[src/rtl/step_ctrl.sv]
// Push-button front end for the up/down counter: synchronizes and debounces two buttons,
// then emits a single-cycle step pulse with a direction level, auto-repeating while held.
module step_ctrl #(
    parameter int DB_CYCLES     = 4,
    parameter int REPEAT_DELAY  = 8,
    parameter int REPEAT_PERIOD = 3
) (
    input  logic clk,
    input  logic reset,
    input  logic btn_up,
    input  logic btn_down,
    output logic step,
    output logic sel,
    output logic busy
);

    localparam int T_MAX = (REPEAT_DELAY > REPEAT_PERIOD) ? REPEAT_DELAY : REPEAT_PERIOD;
    localparam int TW    = $clog2(T_MAX + 1);
    localparam int CW    = $clog2(DB_CYCLES + 1);

    localparam logic [TW-1:0] DELAY_LOAD  = TW'(REPEAT_DELAY - 1);
    localparam logic [TW-1:0] PERIOD_LOAD = TW'(REPEAT_PERIOD - 1);
    localparam logic [CW-1:0] DB_LAST     = CW'(DB_CYCLES - 1);

    typedef enum logic [1:0] {
        IDLE = 2'd0,
        ARM  = 2'd1,
        STEP = 2'd2,
        WAIT = 2'd3
    } state_t;

    logic [1:0]    raw_s;
    logic [1:0]    sync1_r;
    logic [1:0]    sync2_r;
    logic [1:0]    db_r;
    logic [CW-1:0] cnt_r [2];

    logic          up_p_s;
    logic          dn_p_s;
    logic          release_s;
    logic          opposite_s;

    state_t        state_r;
    state_t        state_next_s;
    logic [TW-1:0] timer_r;
    logic [TW-1:0] timer_next_s;
    logic          first_r;
    logic          first_next_s;
    logic          sel_r;
    logic          sel_next_s;
    logic          step_r;
    logic          busy_r;

    assign raw_s  = {btn_down, btn_up};
    assign up_p_s = db_r[0];
    assign dn_p_s = db_r[1];

    // Two-flop synchronizers and per-button run-length debounce (bit 0 = up, bit 1 = down)
    always_ff @(posedge clk or negedge reset) begin
        if (!reset) begin
            sync1_r  <= 2'b00;
            sync2_r  <= 2'b00;
            db_r     <= 2'b00;
            cnt_r[0] <= {CW{1'b0}};
            cnt_r[1] <= {CW{1'b0}};
        end else begin
            sync1_r <= raw_s;
            sync2_r <= sync1_r;
            for (int i = 0; i < 2; i++) begin
                if (sync2_r[i] == db_r[i]) begin
                    cnt_r[i] <= {CW{1'b0}};
                end else if (cnt_r[i] == DB_LAST) begin
                    db_r[i]  <= sync2_r[i];
                    cnt_r[i] <= {CW{1'b0}};
                end else begin
                    cnt_r[i] <= cnt_r[i] + CW'(1);
                end
            end
        end
    end

    // A hold ends when its own button is released or the other one joins in
    assign release_s  = sel_r ? ~up_p_s : ~dn_p_s;
    assign opposite_s = sel_r ? dn_p_s : up_p_s;

    // Next-state logic: arm on a lone press, pulse, then wait out the repeat timer
    always_comb begin
        state_next_s = state_r;
        timer_next_s = timer_r;
        first_next_s = first_r;
        sel_next_s   = sel_r;
        case (state_r)
            IDLE: begin
                if (up_p_s ^ dn_p_s) begin
                    sel_next_s   = up_p_s;
                    first_next_s = 1'b1;
                    state_next_s = ARM;
                end else begin
                    state_next_s = IDLE;
                end
            end
            ARM: begin
                state_next_s = STEP;
            end
            STEP: begin
                timer_next_s = first_r ? DELAY_LOAD : PERIOD_LOAD;
                first_next_s = 1'b0;
                state_next_s = WAIT;
            end
            WAIT: begin
                if (release_s || opposite_s) begin
                    state_next_s = IDLE;
                end else if (timer_r == {TW{1'b0}}) begin
                    state_next_s = STEP;
                end else begin
                    timer_next_s = timer_r - TW'(1);
                end
            end
            default: begin
                state_next_s = IDLE;
            end
        endcase
    end

    // State, timer and registered outputs; step/busy are loaded from the next state
    always_ff @(posedge clk or negedge reset) begin
        if (!reset) begin
            state_r <= IDLE;
            timer_r <= {TW{1'b0}};
            first_r <= 1'b0;
            sel_r   <= 1'b1;
            step_r  <= 1'b0;
            busy_r  <= 1'b0;
        end else begin
            state_r <= state_next_s;
            timer_r <= timer_next_s;
            first_r <= first_next_s;
            sel_r   <= sel_next_s;
            step_r  <= (state_next_s == STEP);
            busy_r  <= (state_next_s != IDLE);
        end
    end

    assign step = step_r;
    assign sel  = sel_r;
    assign busy = busy_r;

endmodule

[config.mk]
export PLATFORM = sky130hd
export DESIGN_NAME = step_ctrl
export DESIGN_NICKNAME = d
export VERILOG_FILES = /design/src/rtl/step_ctrl.sv
export SDC_FILE = /design/constraint.sdc
export NUM_CORES = 1
export LEC_CHECK = 0
export CAP_MARGIN = 20
export CORE_AREA = 2 2 46 48
export CTS_CLUSTER_DIAMETER = 100
export CTS_CLUSTER_SIZE = 24
export DETAILED_ROUTE_END_ITERATION = 8
export DIE_AREA = 0 0 48 50
export PLACE_DENSITY = 0.74
export SLEW_MARGIN = 40
export SYNTH_ARGS = -nofsm -noshare
export SYNTH_HDL_FRONTEND = slang
export SYNTH_SLANG_ARGS = --single-unit
[constraint.sdc]
create_clock -name clk -period 1.9 [get_ports clk]
set_clock_uncertainty 0.15 [all_clocks]
set_input_delay 0.285 -clock clk [delete_from_list [all_inputs] [get_ports clk]]
set_output_delay 0.285 -clock clk [all_outputs]
set_load 0.03 [all_outputs]
==> results of run 1 <==
[sequential cells by signal (all words and copies together) (netlist names)]
| register | flops |
|---|---|
| busy | 1 |
| cnt_r | 6 |
| db_r | 2 |
| first_r | 1 |
| sel | 1 |
| state_r | 2 |
| step | 1 |
| sync1_r | 2 |
| sync2_r | 2 |
| timer_r | 4 |
[cells by family (layout without fill, tap and decap cells)]
kind of cell | after synthesis | after routing | share of synthesized area (%)
AND/OR/NAND/NOR | 33 | 33 | 19.6
AO/OA/AOI/OAI | 22 | 22 | 14.4
flip-flops | 22 | 22 | 54.1
buffers and inverters | 7 | 19 | 4.29
adder cells (fa/ha/maj) | 3 | 3 | 3.68
XOR/XNOR | 2 | 2 | 1.72
multiplexers | 2 | 2 | 2.21
[per-stage QoR]
stage	setup slack (ns)	power [mW]
6_report	0.133	1.95
5_1_grt	0.0297	2.11
4_1_cts	0.116	1.96
3_5_place_dp	0.198	1.70
3_3_place_gp	0.214	1.67
2_1_floorplan	0.317	1.48
[final timing paths]
check	startpoint	cells past startpoint	slack, ns	end
min reg2reg	sync1_r[1]	0	0.22	sync2_r[1]
max in group asynchronous	reset	2	1.18	sel
max reg2reg	timer_r[1]	6	0.16	timer_r[0]
min	reset	2	0.15	state_r[0]
min in group clk	sync1_r[1]	0	0.22	sync2_r[1]
max	sel	1	0.13	sel
[cell usage after synthesis (all sizes together), types with 3 or more instances]
master   n
a21oi    7
a31oi    4
dfrtp   21
ha       3
inv      5
nand2    5
nand3    3
nor2     4
nor3     4
nor3b    5
o21ai    4
[worst reg2reg max path, cell delays in order, from the launching register on]
cell and delay (ns):
dfrtp_1 0.43, inv_1 0.10, ha_1 0.20, or3b_1 0.44, nand3_1 0.12, o22ai_1 0.08
a31oi_1 0.15
[cell type report]
class	instances	area, um2
tap	27	33.8
timing repair buffer	10	88.8
fill	160	748
multi-input combinational	62	424
inverter	5	18.8
sequential	22	552
clock buffer	4	36.3
[layer usage]
layer	up-vias	part of all wire (%)
li1	351	-
met1	354	47
met2	12	49
met3	2	2.7
met4	0	0.68
met5	-	0
[what timing repair did]
action                                  CTS  global route
endpoints found under the setup margin    1             0
resized for setup                         1             0
hold buffers                              0             0
[power by group through the flow]
stage	sequential (mW)	combinational [mW]	clock (mW)
after floorplan	0.853	0.628	0
after detailed placement	0.847	0.858	0
after CTS	0.837	0.854	0.269
after global routing	0.862	0.963	0.282
after global placement	0.834	0.835	0
final	0.840	0.853	0.257
==> flow_summary.yaml, run 1 <==
outcome:
  outcome: "finished, final reports clean"
pwr:
  swShare_pct: 40.8
  p_switching_mw: 0.796
  leakage_nw: 0.510
  irDropWorstVdd_uv: 947
  p_per_area_mw_per_mm2: 1690
  clkPwrFrac_pct: 13.2
  p_comb_share_pct: 43.8
  p_int_mw: 1.15
  pwr-share-seq_pct: 43.1
yosys:
  syn-num-nets: 98
  ys_ff_latch: 22
  syn-cell-area_mm2: 0.00102
  synth-seq-area-share_pct: 54.1
  synth_top_area_share_pct: 51.5
  synth_area_per_cell_um2: 11.2
  ys_warn_count: 0
  synth-async-reset-ratio_pct: 100
  synth_top_area_cell: "dfrtp_1"
  synth_cells: 91
  synthDistinctLibCells: 34
  yosys-top-cells-area: "dfrtp_1 52%, ha_1 3.7%, nor3b_1 3.7%"
  synth-edff-count: 0
  ys.flop_type: "dfrtp_1"
global_route:
  antenna_found_initial: 0
  first_global_vias: 747
  grt-busiest-layer: "met2"
  grt_use_met1_pct: 23.9
  grt_pass1_wl_um: 3170
  grtUsageMet2_pct: 28.7
  met3_usage_pct: 3.30
  grt.total_usage_pct: 18.4
  grt_max_degree: 23
  grt_overflow_total: 0
sta:
  fmax_mhz: 566
  whs_ns: 0.147
  fin_crit_sh_pct: 93.0
  setup_viol: 0
  tightest_slew_ns: 0.356
  slew-limit-headroom_pct: 76.2
  fin_crit_ns: 1.77
  rsz0062_at_grt: "false"
  report.final.slew_viol_count: 0
  final.setup.tns_ns: 0
  finalHoldViolCount: 0
route:
  num_vias: 719
  drc: 0
  drt_iter0_drc: 21
  drtPass1Iterations: 4
  drt_wl_total_um: 1760
  ant_nets: 0
  vias_per_cell: 5.53
  wire_per_inst_um: 13.5
placed_design:
  dp_hpwl_um: 1270
  portBuffers: 6
  placed_area_mm2: 0.00112
  dp_cells: 126
  place_congestion: 0.861
critical_path:
  path_delay_family: "flip-flops"
  crit_arrival_ns: 1.33
  cpPeakStageDelay_ns: 0.62
  cp_cell_sequence: "dlygate4sd2_1"
  critPathCaptureType: "output port"
  critPathBufInv: 1
  crit_path_top_delay_cell: "dfstp_2"
  start_kind: "register"
  worst_ep_required_time_ns: 1.46
  worstSetupPathType: "register to output port"
  cp_max_fo: 7
clocking:
  cts.sinks: 22
  cts_tree: "yes"
  clkLatencyLatePin_ns: 0.31
  htree_num_levels: 1
  clock_path_buffers: 2
  cts_buffers: 3
  clk_pin_slew_ns: 0.12
  postCtsSetupBuffers: 0
  cts_root_buf: "clkbuf_4"
layout:
  diodes: 0
  final_common_cell: "dfrtp_1"
  fin_area_mm2: 0.00115
  area_delta_synth_final_pct: 13.1
  post_layout_nonfiller_instances: 130
  final_util_pct: 60.7
  layout-drive-gt1-share_pct: 15.5
  nets: 111
  most-common-layout-cells: "21 x dfrtp_1, 7 x a21oi_1"
floorplan:
  die_area_mm2: 0.00240
  rows: 16
  die_y_um: 50
  core_mm2: 0.00190
  num_io_pins: 7
  start_util_pct: 53.6
  die_x_um: 48
worst_hold_path:
  hold_class: "input port to async pin"
flow_run:
  max-cap-violations: 0
(Power assumes the default switching activity.)
==> run 2, diff against run 1 <==
--- a/config.mk
+++ b/config.mk
@@ -12,6 +12,7 @@
 export DETAILED_ROUTE_END_ITERATION = 8
 export DIE_AREA = 0 0 48 50
 export PLACE_DENSITY = 0.74
+export REMOVE_ABC_BUFFERS = 1
 export SLEW_MARGIN = 40
 export SYNTH_ARGS = -nofsm -noshare
 export SYNTH_HDL_FRONTEND = slang
==> run 2 against run 1 <==
Compared with the run above: first-iteration DRC count decreased by 67%; non-clock buffer count unchanged; worst setup slack improved by 0.0014 ns; combinational power about the same; cell count is the same.
==> flow_summary.yaml, run 2 (synthesized netlist as in run 1, its figures left out) <==
pwr:
  swShare_pct: 38.6
  clkPwrFrac_pct: 17.3
  p_int_mw: 1.25
  p_switching_mw: 0.786
  pwr-share-seq_pct: 40.8
  irDropWorstVdd_uv: 968
  p_comb_share_pct: 41.9
  p_per_area_mw_per_mm2: 1740
  leakage_nw: 0.517
sta:
  rsz0062_at_grt: "false"
  report.final.slew_viol_count: 0
  finalHoldViolCount: 0
  setup_viol: 0
  fin_crit_ns: 1.77
  slew-limit-headroom_pct: 76.3
  fin_crit_sh_pct: 93.0
  fmax_mhz: 566
  tightest_slew_ns: 0.355
  final.setup.tns_ns: 0
  whs_ns: 0.166
layout:
  largest_register_ffs: 6
  nets: 111
  diodes: 0
  most-common-layout-cells: "21 x dfrtp_1, 7 x a21oi_1"
  fillCellCount: 163
  largestRegisters: "cnt_r: 6 flops, timer_r: 4 flops"
  area_delta_synth_final_pct: 14.7
  layout-drive-gt1-share_pct: 15.5
  final_common_cell: "dfrtp_1"
  regMostFlops: "cnt_r"
floorplan:
  die_y_um: 50
  num_io_pins: 7
  core_mm2: 0.00190
  start_util_pct: 53.6
  die_x_um: 48
  rows: 16
  die_area_mm2: 0.00240
flow_run:
  max-cap-violations: 0
clocking:
  clkLatencyLatePin_ns: 0.30
  postCtsHoldBufs: 0
  cts_buffers: 3
  cts.sinks: 22
  cts_root_buf: "clkbuf_4"
  clk_pin_slew_ns: 0.12
  clock_path_buffers: 2
  cts_tree: "yes"
  htree_num_levels: 1
route:
  vias_per_cell: 5.51
  drt_iter0_drc: 7
  wire_per_inst_um: 12.5
  drt_wl_total_um: 1620
  drtPass1Iterations: 4
  drc: 0
  ant_nets: 0
  num_vias: 716
placed_design:
  portBuffers: 6
  dp_hpwl_um: 1240
  place_congestion: 0.836
global_route:
  grt_overflow_total: 0
  grt_max_degree: 23
  grt_pass1_wl_um: 2860
  first_global_vias: 667
  grt.total_usage_pct: 16.2
  antenna_found_initial: 0
critical_path:
  start_kind: "register"
  reg2reg_from: "timer_r[0]"
  critPathBufInv: 1
  path_delay_family: "flip-flops"
  setup.worst_path.start: "sel"
  worst_ep_required_time_ns: 1.46
  crit_arrival_ns: 1.33
  cp_cell_sequence: "dlygate4sd2_1"
  crit_path_top_delay_cell: "dfstp_2"
  cpPeakStageDelay_ns: 0.62
  cp_max_fo: 7
  critPathCaptureType: "output port"
  worstSetupPathType: "register to output port"
worst_hold_path:
  hold_class: "input port to async pin"
outcome:
  outcome: "finished, final reports clean"
-- run 2: changes by cell type in the layout (fill, tap and decap cells not counted), sizes merged --
cell and delta:
bufinv +1, clkbuf -1
-- run 2: per-layer routing --
metal	vias up	share of wire (%)	global-route usage (%)
li1	356	-	-
met1	348	47	23.5
met2	10	49	25.1
met3	2	2.3	2.20
met4	0	1.0	4.05
met5	-	0	0
-- run 2: layout make-up --
cell class | count | area [um2] | area share, %
sequential | 22 | 552 | 47.2
multi-input combinational | 62 | 424 | 36.3
timing repair buffer | 10 | 88.8 | 7.59
tap | 27 | 33.8 | 2.89
clock inverter | 1 | 30.0 | 2.57
clock buffer | 3 | 22.5 | 1.93
inverter | 5 | 18.8 | 1.60
-- run 2: final timing paths --
| kind | to | slack [ns] | depth (start not counted) |
|---|---|---|---|
| min reg2reg | sync2_r[0] | 0.22 | 0 |
| max reg2reg | timer_r[0] | 0.15 | 6 |
| max | sel | 0.13 | 1 |
| max in group asynchronous | sel | 1.16 | 2 |
| min | timer_r[3] | 0.17 | 2 |
| min in group clk | sync2_r[0] | 0.22 | 0 |
-- run 2: power groups by stage --
stage	combinational (mW)	clock (mW)	sequential, mW
2_1_floorplan	0.540	0	0.880
6_report	0.853	0.352	0.831
3_5_place_dp	0.864	0	0.843
5_1_grt	0.969	0.379	0.860
4_1_cts	0.859	0.357	0.832
3_3_place_gp	0.839	0	0.833
-- run 2: timing repair --
action	in CTS	in global routing
setup endpoints to repair	1	0
gates resized for setup	1	0
buffers inserted	0	0
-- run 2: stage by stage --
stage	cells	utilization, %	instance area (um2)	power [mW]	setup slack, ns
2_1_floorplan	89	-	995	1.42	0.308
3_3_place_gp	126	58.8	1120	1.67	0.213
3_5_place_dp	126	58.8	1120	1.71	0.187
4_1_cts	130	61.5	1170	2.05	0.125
5_1_grt	130	61.5	1170	2.21	0.0469
6_report	130	61.5	1170	2.04	0.134
==> run 3, diff against run 2 <==
--- a/config.mk
+++ b/config.mk
@@ -13,7 +13,7 @@
 export DIE_AREA = 0 0 48 50
 export PLACE_DENSITY = 0.74
 export REMOVE_ABC_BUFFERS = 1
-export SLEW_MARGIN = 40
+export SLEW_MARGIN = 20
 export SYNTH_ARGS = -nofsm -noshare
 export SYNTH_HDL_FRONTEND = slang
 export SYNTH_SLANG_ARGS = --single-unit
==> constraint.sdc (replaced) <==
create_clock -name clk -period 1.9 [get_ports clk]
set_clock_uncertainty 0.15 [all_clocks]
set_input_delay 0.475 -clock clk [delete_from_list [all_inputs] [get_ports clk]]
set_output_delay 0.475 -clock clk [all_outputs]
set_load 0.03 [all_outputs]
==> run 3 against run 2 <==
Compared with the run above: cell count fell by 0.77%; register-to-register slack gained 0.04 ns; die area stayed put; worst setup slack improved by 0.013 ns; core utilization is 1.2 points lower; flip-flop and latch count is the same; highest routed layer unchanged; sequential power is 1% lower; maximum frequency rose by 0.74%; global-route usage is 1.9 points higher; design area fell by 1.9%; clock-buffer cell count rose by 1; critical path depth unchanged.
==> flow_summary.yaml, run 3 (synthesized netlist as in run 1, its figures left out) <==
outcome:
  outcome: "finished, final reports clean"
critical_path:
  setup.worst_path.start: "sel"
  critPathCapture: "sel"
  start_kind: "register"
  cpPeakStageDelay_ns: 0.64
  critPathCaptureType: "output port"
  reg2reg_to: "timer_r[0]"
  worstSetupPathType: "register to output port"
  worst_r2r_path_depth: 6
  reg2reg_from: "timer_r[1]"
  cp.depth: 1
  crit_path_top_delay_cell: "dfstp_2"
  critPathBufInv: 1
  cp_cell_sequence: "buf_4"
  path_delay_family: "flip-flops"
  crit_arrival_ns: 1.13
  r2r_slack_ns: 0.19
  worst_ep_required_time_ns: 1.27
  cp_max_fo: 7
sta:
  slew-limit-headroom_pct: 79.3
  report.final.slew_viol_count: 0
  worst_slack_ns: 0.147
  tightest_slew_ns: 0.307
  setup_viol: 0
  fmax_mhz: 570
  final.setup.tns_ns: 0
  finalHoldViolCount: 0
  rsz0062_at_grt: "false"
  fin_crit_ns: 1.75
  whs_ns: 0.212
  fin_crit_sh_pct: 92.3
layout:
  final_common_cell: "dfrtp_1"
  fillCellCount: 161
  layout-drive-gt1-share_pct: 16.7
  nets: 110
  register_area_um2: 552
  largest_register_ffs: 6
  regMostFlops: "cnt_r"
  multiInputGateArea_um2: 429
  most-common-layout-cells: "21 x dfrtp_1, 7 x a21oi_1, 5 x inv_1, 5 x nand2_1"
  diodes: 0
  largestRegisters: "cnt_r: 6 flops, timer_r: 4 flops"
  area_delta_synth_final_pct: 12.5
  final_util_pct: 60.3
global_route:
  grt_pass1_wl_um: 3200
  grt.total_usage_pct: 18.1
  first_global_vias: 747
  antenna_found_initial: 0
  grt_max_degree: 23
  grt_overflow_total: 0
route:
  wire_per_inst_um: 13.8
  num_vias: 738
  ant_nets: 0
  drt_wl_total_um: 1780
  drt_iter0_drc: 7
  vias_per_cell: 5.72
  drc: 0
  drtPass1Iterations: 4
floorplan:
  core_mm2: 0.00190
  die_area_mm2: 0.00240
  die_x_um: 48
  rows: 16
  die_y_um: 50
  start_util_pct: 53.6
  num_io_pins: 7
pwr:
  clkPwrFrac_pct: 13.3
  p_switching_mw: 0.798
  leakage_nw: 0.512
  irDropWorstVdd_uv: 994
  swShare_pct: 41.2
  p_comb_share_pct: 44.3
  p_per_area_mw_per_mm2: 1690
  pwr-share-seq_pct: 42.4
  p_int_mw: 1.14
flow_run:
  max-cap-violations: 0
clocking:
  cts_root_buf: "clkbuf_4"
  cts_buffers: 3
  cts.sinks: 22
  postCtsHoldBufs: 0
  clock_path_buffers: 2
  cts_tree: "yes"
  clkLatencyLatePin_ns: 0.30
  clk_pin_slew_ns: 0.12
  htree_num_levels: 1
placed_design:
  post-place-ws_ns: 0.159
  dp_hpwl_um: 1290
  portBuffers: 6
  place_congestion: 0.854
worst_hold_path:
  hold_class: "register to register"
-- run 3: changes by cell type in the layout (fill, tap and decap cells not counted) --
cell,delta
nor3b_2,+1
clkdlybuf4s50_1,-2
nor3b_1,-1
clkbuf_8,+1
bufinv_16,-1
dlygate4sd2_1,+1
-- run 3: stage by stage --
stage | power (mW) | std cells | instance area [um2]
CTS | 1.94 | 129 | 1140
global placement | 1.66 | 125 | 1110
global route | 2.09 | 129 | 1150
floorplan | 1.42 | 89 | 995
finish | 1.94 | 129 | 1150
detailed placement | 1.70 | 125 | 1110
-- run 3: worst min path at each step --
stage | start | endpoint | slack, ns | cells past startpoint
6_report | sync1_r[0] | sync2_r[0] | 0.21 | 0
5_1_grt | sync1_r[1] | sync2_r[1] | 0.23 | 0
4_1_cts | sync1_r[0] | sync2_r[0] | 0.21 | 0
3_5_place_dp | sync1_r[0] | sync2_r[0] | 0.18 | 0
3_3_place_gp | sync1_r[0] | sync2_r[0] | 0.18 | 0
2_1_floorplan | reset | busy | 0.03 | 0
-- run 3: area by class of cell --
cell class                 count  area share [%]
timing repair buffer           9            6.76
tap                           27            2.94
sequential                    22            48.1
multi-input combinational     62            37.4
inverter                       5            1.64
clock buffer                   4            3.16
-- run 3: what timing repair did --
| item | 4_1_cts | 5_1_grt |
|---|---|---|
| resized for setup | 2 | 1 |
| endpoints found under the setup margin | 2 | 2 |
| buffers inserted | 0 | 0 |
-- run 3: power groups by stage --
stage | combinational [mW] | clock, mW | sequential [mW]
2_1_floorplan | 0.540 | 0 | 0.880
3_3_place_gp | 0.848 | 0 | 0.810
5_1_grt | 0.971 | 0.282 | 0.841
6_report | 0.858 | 0.258 | 0.822
3_5_place_dp | 0.873 | 0 | 0.825
4_1_cts | 0.860 | 0.261 | 0.814
-- run 3: routing by layer --
layer | vias up | GRT usage (%) | share of wire (%)
met5 | - | 0 | 0
met4 | 0 | 6.31 | 0.56
met3 | 2 | 3.30 | 2.7
met2 | 18 | 28.0 | 49
met1 | 366 | 24.8 | 48
li1 | 352 | - | -
